`src/rtl/l1_msi_controller.sv`:
```
// L1 MSI cache controller: 4-line direct-mapped cache of 4-bit data that turns
// processor loads/stores into directory requests and answers directory snoops.
module l1_msi_controller #(
    parameter logic [1:0]  PROC_ID = 2'b01,
    parameter int unsigned LINES   = 4
) (
    input  logic       Clock_i,
    input  logic       Reset_i,
    input  logic       CpuValid_i,
    input  logic       CpuWrite_i,
    input  logic [3:0] CpuAddress_i,
    input  logic [3:0] CpuWdata_i,
    output logic       CpuReady_o,
    output logic [3:0] CpuRdata_o,
    output logic       DirReqValid_o,
    input  logic       DirReqReady_i,
    output logic [2:0] DirReqType_o,
    output logic [3:0] DirReqAddr_o,
    output logic [3:0] DirReqData_o,
    output logic [1:0] DirReqProc_o,
    input  logic       DirRespValid_i,
    input  logic [3:0] DirRespData_i,
    input  logic       SnoopValid_i,
    input  logic [1:0] SnoopType_i,
    input  logic [3:0] SnoopAddr_i,
    output logic       SnoopAck_o,
    output logic       SnoopHit_o,
    output logic [3:0] SnoopData_o
);

    localparam logic [2:0] ST_EMPTY = 3'b000;
    localparam logic [2:0] ST_I     = 3'b001;
    localparam logic [2:0] ST_S     = 3'b010;
    localparam logic [2:0] ST_M     = 3'b011;

    localparam logic [2:0] RQ_READ  = 3'b001;
    localparam logic [2:0] RQ_WRITE = 3'b010;
    localparam logic [2:0] RQ_UPG   = 3'b011;
    localparam logic [2:0] RQ_WB    = 3'b100;

    localparam logic [1:0] SN_INV   = 2'b01;
    localparam logic [1:0] SN_FETCH = 2'b10;
    localparam logic [1:0] SN_FINV  = 2'b11;

    typedef enum logic [2:0] {
        IDLE, WB_REQ, MISS_REQ, MISS_WAIT, UPG_REQ, UPG_WAIT
    } state_e;

    state_e     state_q;
    logic [2:0] line_st_q [LINES];
    logic [1:0] tag_q     [LINES];
    logic [3:0] data_q    [LINES];

    logic       req_write_q;
    logic [3:0] req_addr_q;
    logic [3:0] req_wdata_q;

    logic       cpu_ready_q;
    logic [3:0] cpu_rdata_q;
    logic       dir_valid_q;
    logic [2:0] dir_type_q;
    logic [3:0] dir_addr_q;
    logic [3:0] dir_data_q;
    logic [1:0] dir_proc_q;
    logic       snoop_ack_q;
    logic       snoop_hit_q;
    logic [3:0] snoop_data_q;

    logic [1:0] cpu_idx, snp_idx, req_idx;
    logic       cpu_hit, victim_m, snp_hit, snp_kills_req, req_present, upg_lost;

    // Lookup results for the CPU request, the snoop, and the outstanding request
    always_comb begin
        cpu_idx       = CpuAddress_i[1:0];
        snp_idx       = SnoopAddr_i[1:0];
        req_idx       = req_addr_q[1:0];
        cpu_hit       = (line_st_q[cpu_idx] == ST_S || line_st_q[cpu_idx] == ST_M)
                        && tag_q[cpu_idx] == CpuAddress_i[3:2];
        victim_m      = (line_st_q[cpu_idx] == ST_M) && tag_q[cpu_idx] != CpuAddress_i[3:2];
        snp_hit       = (line_st_q[snp_idx] == ST_S || line_st_q[snp_idx] == ST_M)
                        && tag_q[snp_idx] == SnoopAddr_i[3:2];
        snp_kills_req = SnoopValid_i && snp_hit && (SnoopAddr_i == req_addr_q)
                        && (SnoopType_i == SN_INV
                            || (SnoopType_i == SN_FINV && line_st_q[snp_idx] == ST_M));
        req_present   = (line_st_q[req_idx] == ST_S || line_st_q[req_idx] == ST_M)
                        && tag_q[req_idx] == req_addr_q[3:2];
        upg_lost      = !req_present || snp_kills_req;
    end

    // Controller FSM, cache arrays and registered outputs; snoop updates are
    // written before fills so a same-cycle fill to the same line wins
    always_ff @(posedge Clock_i) begin
        if (Reset_i) begin
            state_q      <= IDLE;
            line_st_q    <= '{default: ST_EMPTY};
            tag_q        <= '{default: 2'b00};
            data_q       <= '{default: 4'b0000};
            req_write_q  <= 1'b0;
            req_addr_q   <= '0;
            req_wdata_q  <= '0;
            cpu_ready_q  <= 1'b0;
            cpu_rdata_q  <= '0;
            dir_valid_q  <= 1'b0;
            dir_type_q   <= '0;
            dir_addr_q   <= '0;
            dir_data_q   <= '0;
            dir_proc_q   <= '0;
            snoop_ack_q  <= 1'b0;
            snoop_hit_q  <= 1'b0;
            snoop_data_q <= '0;
        end else begin
            cpu_ready_q  <= 1'b0;
            cpu_rdata_q  <= '0;
            snoop_ack_q  <= SnoopValid_i;
            snoop_hit_q  <= SnoopValid_i && snp_hit;
            snoop_data_q <= (SnoopValid_i && snp_hit && line_st_q[snp_idx] == ST_M)
                            ? data_q[snp_idx] : 4'b0000;

            if (SnoopValid_i && snp_hit) begin
                case (SnoopType_i)
                    SN_INV:   line_st_q[snp_idx] <= ST_I;
                    SN_FETCH: if (line_st_q[snp_idx] == ST_M) line_st_q[snp_idx] <= ST_S;
                    SN_FINV:  if (line_st_q[snp_idx] == ST_M) line_st_q[snp_idx] <= ST_I;
                    default:  ;
                endcase
            end

            case (state_q)
                IDLE: begin
                    // A request retiring this cycle is still held by the CPU; skip it
                    if (CpuValid_i && !SnoopValid_i && !cpu_ready_q) begin
                        req_write_q <= CpuWrite_i;
                        req_addr_q  <= CpuAddress_i;
                        req_wdata_q <= CpuWdata_i;
                        if (cpu_hit && !CpuWrite_i) begin
                            cpu_ready_q <= 1'b1;
                            cpu_rdata_q <= data_q[cpu_idx];
                        end else if (cpu_hit && line_st_q[cpu_idx] == ST_M) begin
                            data_q[cpu_idx] <= CpuWdata_i;
                            cpu_ready_q     <= 1'b1;
                        end else begin
                            dir_valid_q <= 1'b1;
                            dir_proc_q  <= PROC_ID;
                            if (cpu_hit) begin
                                dir_type_q <= RQ_UPG;
                                dir_addr_q <= CpuAddress_i;
                                dir_data_q <= '0;
                                state_q    <= UPG_REQ;
                            end else if (victim_m) begin
                                dir_type_q <= RQ_WB;
                                dir_addr_q <= {tag_q[cpu_idx], cpu_idx};
                                dir_data_q <= data_q[cpu_idx];
                                state_q    <= WB_REQ;
                            end else begin
                                dir_type_q <= CpuWrite_i ? RQ_WRITE : RQ_READ;
                                dir_addr_q <= CpuAddress_i;
                                dir_data_q <= '0;
                                state_q    <= MISS_REQ;
                            end
                        end
                    end
                end
                WB_REQ: begin
                    if (DirReqReady_i) begin
                        line_st_q[req_idx] <= ST_I;
                        dir_type_q <= req_write_q ? RQ_WRITE : RQ_READ;
                        dir_addr_q <= req_addr_q;
                        dir_data_q <= '0;
                        state_q    <= MISS_REQ;
                    end
                end
                MISS_REQ, UPG_REQ: begin
                    if (DirReqReady_i) begin
                        dir_valid_q <= 1'b0;
                        dir_type_q  <= '0;
                        dir_addr_q  <= '0;
                        dir_data_q  <= '0;
                        dir_proc_q  <= '0;
                        state_q     <= (state_q == MISS_REQ) ? MISS_WAIT : UPG_WAIT;
                    end
                end
                MISS_WAIT: begin
                    if (DirRespValid_i) begin
                        tag_q[req_idx] <= req_addr_q[3:2];
                        cpu_ready_q    <= 1'b1;
                        state_q        <= IDLE;
                        if (req_write_q) begin
                            line_st_q[req_idx] <= ST_M;
                            data_q[req_idx]    <= req_wdata_q;
                        end else begin
                            line_st_q[req_idx] <= ST_S;
                            data_q[req_idx]    <= DirRespData_i;
                            cpu_rdata_q        <= DirRespData_i;
                        end
                    end
                end
                UPG_WAIT: begin
                    // Losing the shared copy turns the upgrade into a full write miss
                    if (upg_lost) begin
                        dir_valid_q <= 1'b1;
                        dir_type_q  <= RQ_WRITE;
                        dir_addr_q  <= req_addr_q;
                        dir_data_q  <= '0;
                        dir_proc_q  <= PROC_ID;
                        state_q     <= MISS_REQ;
                    end else if (DirRespValid_i) begin
                        line_st_q[req_idx] <= ST_M;
                        data_q[req_idx]    <= req_wdata_q;
                        cpu_ready_q        <= 1'b1;
                        state_q            <= IDLE;
                    end
                end
                default: state_q <= IDLE;
            endcase
        end
    end

    assign CpuReady_o    = cpu_ready_q;
    assign CpuRdata_o    = cpu_rdata_q;
    assign DirReqValid_o = dir_valid_q;
    assign DirReqType_o  = dir_type_q;
    assign DirReqAddr_o  = dir_addr_q;
    assign DirReqData_o  = dir_data_q;
    assign DirReqProc_o  = dir_proc_q;
    assign SnoopAck_o    = snoop_ack_q;
    assign SnoopHit_o    = snoop_hit_q;
    assign SnoopData_o   = snoop_data_q;

endmodule
```
`config.mk`:
```
export PLATFORM = sky130hd
export DESIGN_NAME = l1_msi_controller
export DESIGN_NICKNAME = d
export VERILOG_FILES = /design/src/rtl/l1_msi_controller.sv
export SDC_FILE = /design/constraint.sdc
export NUM_CORES = 1
export LEC_CHECK = 0
export BUFFER_PORTS_ARGS = -buffer_cell sky130_fd_sc_hd__buf_2
export CAP_MARGIN = 40
export CELL_PAD_IN_SITES_DETAIL_PLACEMENT = 0
export CELL_PAD_IN_SITES_GLOBAL_PLACEMENT = 1
export CORE_ASPECT_RATIO = 0.75
export CORE_MARGIN = 3
export CORE_UTILIZATION = 40
export DETAILED_ROUTE_END_ITERATION = 10
export PLACE_DENSITY = 0.74
export SETUP_SLACK_MARGIN = 0.4
export SLEW_MARGIN = 20
export SYNTH_ARGS = -nofsm -noshare
export SYNTH_HDL_FRONTEND = slang
export SYNTH_SLANG_ARGS = --single-unit
```
`constraint.sdc`:
```
create_clock -name Clock_i -period 3.05 [get_ports Clock_i]
set_input_delay 0.61 -clock Clock_i [delete_from_list [all_inputs] [get_ports Clock_i]]
set_output_delay 0.61 -clock Clock_i [all_outputs]
set_load 0.03 [all_outputs]
```
After elaboration in Yosys (flattened, before gate mapping)
Cells that the tools add are included.

storage, ports and cells
  register bits after elaboration = 73
  input port bits = 25
  output and inout port bits = 25
  logic and storage cells = 239

operators by class
  $lt $le $gt $ge = 6
  eq/ne operators = 30
  muxes and demuxes = 118
  bitwise operators = 19
  reductions and logical operators = 40

operator list
  operator                                        number
  2-to-1 mux 16 bit                               7
  2-to-1 mux 12 bit                               9
  2-to-1 mux 4 bit                                24
  2-to-1 mux 3 bit                                25
  case mux 12 bit (3 select lines)                2
  bitwise mux 16 bit                              3
  case mux 16 bit (3 select lines)                1
  AND 8 bit                                       4
  NOT 8 bit                                       4
  2-to-1 mux 2 bit                                15
  == test 3 x 2 -> 1 bit (second input constant)  8
  inequality test 2 bit (second input constant)   10
  binary-select mux 3 bit (select 2 bit)          3
  binary-select mux 4 bit (select 2 bit)          2
  demux 4 bit (select 2 bit)                      2
  logical AND 1 bit                               16
  OR 4 bit                                        4
  case mux 4 bit (4 select lines)                 1
  case mux 3 bit (5 select lines)                 1
  AND reduction 7 bit                             2
  binary-select mux 2 bit (select 2 bit)          3
  demux 3 bit (select 2 bit)                      2
  case mux 3 bit (4 select lines)                 1
  case mux 4 bit (3 select lines)                 1
  other kinds (31)                                63

Longest topological paths before layout
  depth in word-level cells = 15
  depth in mapped cells = 10
  gate-level depth less buffers = 7

Worst setup path before layout
Ideal clock, no wire load.

  path type = input to register
  start = input CpuAddress_i[0]
  end = register dir_addr_q[0], in the netlist DirReqAddr_o[0]
  setup time = 0.080 ns
  arrival = 2.691 ns
  required time = 2.970 ns
  slack = 0.279 ns
  cell stages on the path = 10
  path buffers = 3
  cell sequence = buf_6 -> mux4_1 -> xnor2_2 -> nand3_2 -> o32a_4 -> and2_4 -> buf_6 -> and2_4 -> buf_6 -> a211oi_2

on the way
  longest elaborated chain between the ends = 12
  elaborated cells on any way between the ends = 23
  classes of those cells = 5 x eq/ne; 12 x mux; 1 x bitwise; 5 x reduce/logical

RTL lines
  element                                              line         text
  start, declared                                      11           input logic [3:0] CpuAddress_i,
  NOT 2 -> 3 bit (not written as such)                 77, 78, 138
  binary-select mux 3 bit (select 2 bit)               77, 138
  2-to-1 mux 3 bit (not written as such) (2 in a row)  77, 138
  == test 3 x 2 -> 1 bit (on tied branches)            77, 138
  logical OR 1 bit                                     77           cpu_hit = (line_st_q[cpu_idx] == ST_S || line_st_q[cpu_idx] == ST_M)
  logical AND 1 bit                                    78           && tag_q[cpu_idx] == CpuAddress_i[3:2];
  2-to-1 mux 4 bit                                     144          if (cpu_hit) begin
  2-to-1 mux 4 bit                                     138          end else if (cpu_hit && line_st_q[cpu_idx] == ST_M) begin
  2-to-1 mux 4 bit                                     135          if (cpu_hit && !CpuWrite_i) begin
  2-to-1 mux 4 bit                                     131          if (CpuValid_i && !SnoopValid_i && !cpu_ready_q) begin
  case mux 4 bit (4 select lines)                      128          case (state_q)
  end signal, assigned                                 146          dir_addr_q <= CpuAddress_i;
  end signal, assigned                                 151          dir_addr_q <= {tag_q[cpu_idx], cpu_idx};
  end signal, assigned                                 156          dir_addr_q <= CpuAddress_i;
  end, declared                                        62           logic [3:0] dir_addr_q;

Several ways; a longest one is shown, not always the timed one. The select of a mux whose other input is x is not followed.
A chain may end at the register's enable or synchronous reset.

Final worst setup path
  start = input CpuAddress_i[0]
  end = register data_q[13] in the netlist's numbering

on the way
  longest elaborated chain between the ends = 10
  elaborated cells on any way between the ends = 27
  classes of those cells = 2 x order compare; 5 x eq/ne; 13 x mux; 1 x bitwise; 6 x reduce/logical

RTL lines
  element                                                                             line          text
  NOT 2 -> 3 bit (not written as such) (*)                                            n/a
  >= comparator 3 bit (not written as such) (tied with other cells)                   139           data_q[cpu_idx] <= CpuWdata_i;
  logical AND 1 bit (not written as such) / 2-to-1 mux 3 bit (equally long branches)  139, 77, 138
  2-to-1 mux 4 bit (not written as such) / 2-to-1 mux 3 bit (equally long branches)   139, 77, 138
  demux 4 bit (select 2 bit) (tied with other cells)                                  139
  bitwise mux 16 bit / logical OR 1 bit (equally long branches)                       139, 77
  2-to-1 mux 16 bit / logical AND 1 bit (equally long branches)                       138, 78
  2-to-1 mux 16 bit (tied with other cells)                                           135
  2-to-1 mux 16 bit / inequality test 2 bit (equally long branches)                   n/a
  case mux 16 bit (3 select lines) / AND reduction 7 bit (equally long branches)      n/a
  end signal, assigned by index                                                       139
  end signal, assigned by index                                                       189           data_q[req_idx] <= req_wdata_q;
  end signal, assigned by index                                                       192           data_q[req_idx] <= DirRespData_i;
  end, declared                                                                       52            logic [3:0] data_q [LINES];

Every way passes the cells marked *; elsewhere a longest branch is shown, timed or not. The select of a mux whose other input is x is not followed.

==> out/metrics.yaml <==
hold_path:
  min_path_type: "flip-flop to flip-flop"
  min_from: "DirReqType_o[2]"
cells_and_area:
  multi_input_area_sq_um: 2760
  drive_gt1_share_pct: 23.9
  finalNonFillerCells: 725
  n_fill_cell: 1013
  seq_area_sq_um: 1420
  area_growth_pct: 19.2
  diodes: 0
  final_nets: 610
synthesis:
  yosysMostFrequentCell: "dfxtp_1"
  synth_largest_area_cell: "dfxtp_1"
  synth_cell_type_count: 72
  ys_ff_latch: 71
  syn-mean-instance-area_sq_um: 8.32
  synth_edf_count: 0
  yosysTopAreaCellShare_pct: 32.2
  ys_async_sr_fraction_pct: 0
  syn_nets: 556
  ys_warn_count: 0
  synth_common_cells: "dfxtp_1 (71), nand2_1 (58), a21oi_1 (52)"
  syn_area_sq_um: 4420
  synth-seq-area-share_pct: 32.2
  synth_area_leaders: "dfxtp_1 (32%), mux4_2 (6.1%), a21oi_1 (5.9%)"
  syn_inst: 531
  synthFlopType: "dfxtp_1"
drt:
  vias: 4409
  wire_per_inst_um: 19.9
  drtPass1Iterations: 5
  via_per_inst: 6.08
  drcViolationCount: 0
  drt-total-wl_um: 14400
  postRouteAntennaNets: 0
  drt_iter0_drc: 551
floorplan:
  num_rows: 32
  die_y_um: 97
  die-area_sq_um: 12400
  core_area_sq_um: 10500
  start_util_pct: 41.9
  io_pins: 50
  fp.dieW_um: 127
clocking:
  insertion_delay_ns: 0.33
  cts_tree: "yes"
  cts_buffers: 9
  clk_pin_slew_worst_paths_ns: 0.06
  root_buffer: "clkbuf_16"
  clock_path_buffers: 2
  clock-sinks: 71
  htreeDepth: 3
setup_path:
  cpPeakStageDelay_ns: 0.59
  cp_cell_sequence: "clkbuf_4 -> mux4_2 -> xnor2_2 -> nand2_1 -> o31ai_2 -> buf_4 -> nand2_1 -> a21oi_1 -> buf_4 -> mux2i_1"
  cp_slowest_cell: "mux4_2"
  r2r_start: "line_st_q[1]"
  cp-end-kind: "flip-flop"
  crit_buf_inv: 3
  crit_family: "multiplexers"
  required_ns: 3.31
  critPathLaunch: "CpuAddress_i[0]"
  start_kind: "primary input"
  r2r_setup_slack_ns: 0.58
  crit_type: "primary input to flip-flop"
  cp_max_fo: 8
  critical_path_arrival_ns: 2.84
global_route:
  grt_overflow: 0
  grt_pass1_vias: 4075
  grt_pass1_wl_um: 22800
  grt_max_degree: 60
  antenna_found_initial: 0
  gr-usage-all-layers_pct: 23.2
sta:
  tightest_slew_ns: 0.680
  timing.setup.tns_ns: 0
  period_share_pct: 84.4
  hold_viol: 0
  skew_ns: 0.00559
  timing.final.crit_period_ns: 2.57
  slew_viol_final: 0
  final-setup-viol-count: 0
  fmax_mhz: 388
  slew_headroom_pct: 54.6
  rsz0062_at_grt: "no"
power:
  pwr_density_cell_nw_per_um2: 700
  cellLeakagePower_nw: 2.01
  max-vdd-ir-drop_mv: 0.300
run_status:
  outcome: "completed"
placement:
  dpl.hpwl_um: 10500
  dp.cells: 709
  place_congestion: 0.934
  portBuffers: 48
job:
  maxCapViolations: 0
-- per-stage QoR --
stage	util (%)	instance area, sq um	hold WS, ns	setup slack (ns)	total power, mW
finish	50.0	5260	0.448	0.476	3.68
global route	50.0	5260	0.478	0.382	3.88
CTS	49.4	5210	0.455	0.391	3.66
detailed placement	46.4	4890	0.445	-0.152	2.53
global placement	46.4	4890	0.436	-0.156	2.52
floorplan	-	4420	0.430	0.367	2.20
-- path summary, 6_finish.rpt --
check,end,cells after the start
worst min register to register,DirReqType_o[2],2
worst max register to register,data_q[13],9
worst max-delay path,data_q[13],10
worst min-delay path,DirReqType_o[2],2
-- kinds of logic after synthesis --
kind of cell	count (synthesis)	share of synthesized area, %
compound gates	160	25.4
buf+inv	63	6.23
simple gates	187	20.9
other cells	1	0.0849
xor+xnor	11	2.52
flops	71	32.2
mux	38	12.8
-- sequential cells by signal, summed over array words and instances (netlist names) --
register,cells
DirReqProc_o,1
DirReqType_o,3
DirReqAddr_o,4
SnoopAck_o,1
CpuRdata_o,4
SnoopData_o,4
data_q,16
SnoopHit_o,1
state_q,3
req_addr_q,4
line_st_q,12
DirReqData_o,4
CpuReady_o,1
req_write_q,1
req_wdata_q,4
tag_q,8
-- worst reg2reg max path, cell delays in order, from the launching register on --
cell and delay [ns]:
dfxtp_1 0.39, nor2b_1 0.32, mux4_2 0.38, nand2_1 0.21, o31ai_2 0.25, buf_4 0.20
nand2_1 0.06, a21oi_1 0.24, buf_4 0.18, mux2i_1 0.18
-- power breakdown --
| part | leakage, nW | switching (mW) | internal [mW] |
|---|---|---|---|
| Combinational | 1.28 | 0.899 | 0.538 |
| Sequential | 0.576 | 0.101 | 1.02 |
| Clock | 0.151 | 0.415 | 0.710 |
-- repair_timing --
action | CTS | global route
setup endpoints to repair | 5 | 30
setup buffers | 0 | 1
endpoints found under the hold margin | 0 | 0
hold buffers | 0 | 0
resized for setup | 1 | 12
-- routing by layer --
layer  track usage, %  part of all wire, %  vias to the layer above  routed length (um)
met1             34.7                   48                     2138                6910
met2             32.3                   42                      202                5990
met4             4.78                 0.62                        0                  89
met3             7.67                   10                        9                1440
li1                 -                    -                     2060                   -
met5                0                    0                        -                   0
-- final cells by class --
class / count / share of cell area (%)
clock buffer: 9 / 4.28
clock inverter: 6 / 1.64
inverter: 22 / 1.57
multi-input combinational: 397 / 52.5
sequential: 71 / 27.0
tap: 136 / 3.23
timing repair buffer: 84 / 9.75
-- cell usage in the layout, fill, tap and decap left out, drive strengths merged, types with 7 or more instances in the layout --
| cell type | synthesis | layout |
|---|---|---|
| nor2 | 51 | 51 |
| inv | 21 | 21 |
| dfxtp | 71 | 71 |
| buf | 10 | 83 |
| nand2 | 58 | 58 |
| xnor2 | 10 | 10 |
| a22oi | 9 | 9 |
| clkbuf | 31 | 10 |
| nand2b | 11 | 11 |
| nand3 | 15 | 15 |
| and3 | 9 | 9 |
| a21oi | 52 | 52 |
| nor2b | 12 | 12 |
| o32ai | 13 | 13 |
| mux4 | 14 | 14 |
| mux2i | 23 | 23 |
| o211ai | 7 | 7 |
| o21ai | 24 | 24 |
| a211oi | 9 | 9 |
No activity file was read; power rests on OpenSTA's default activity.
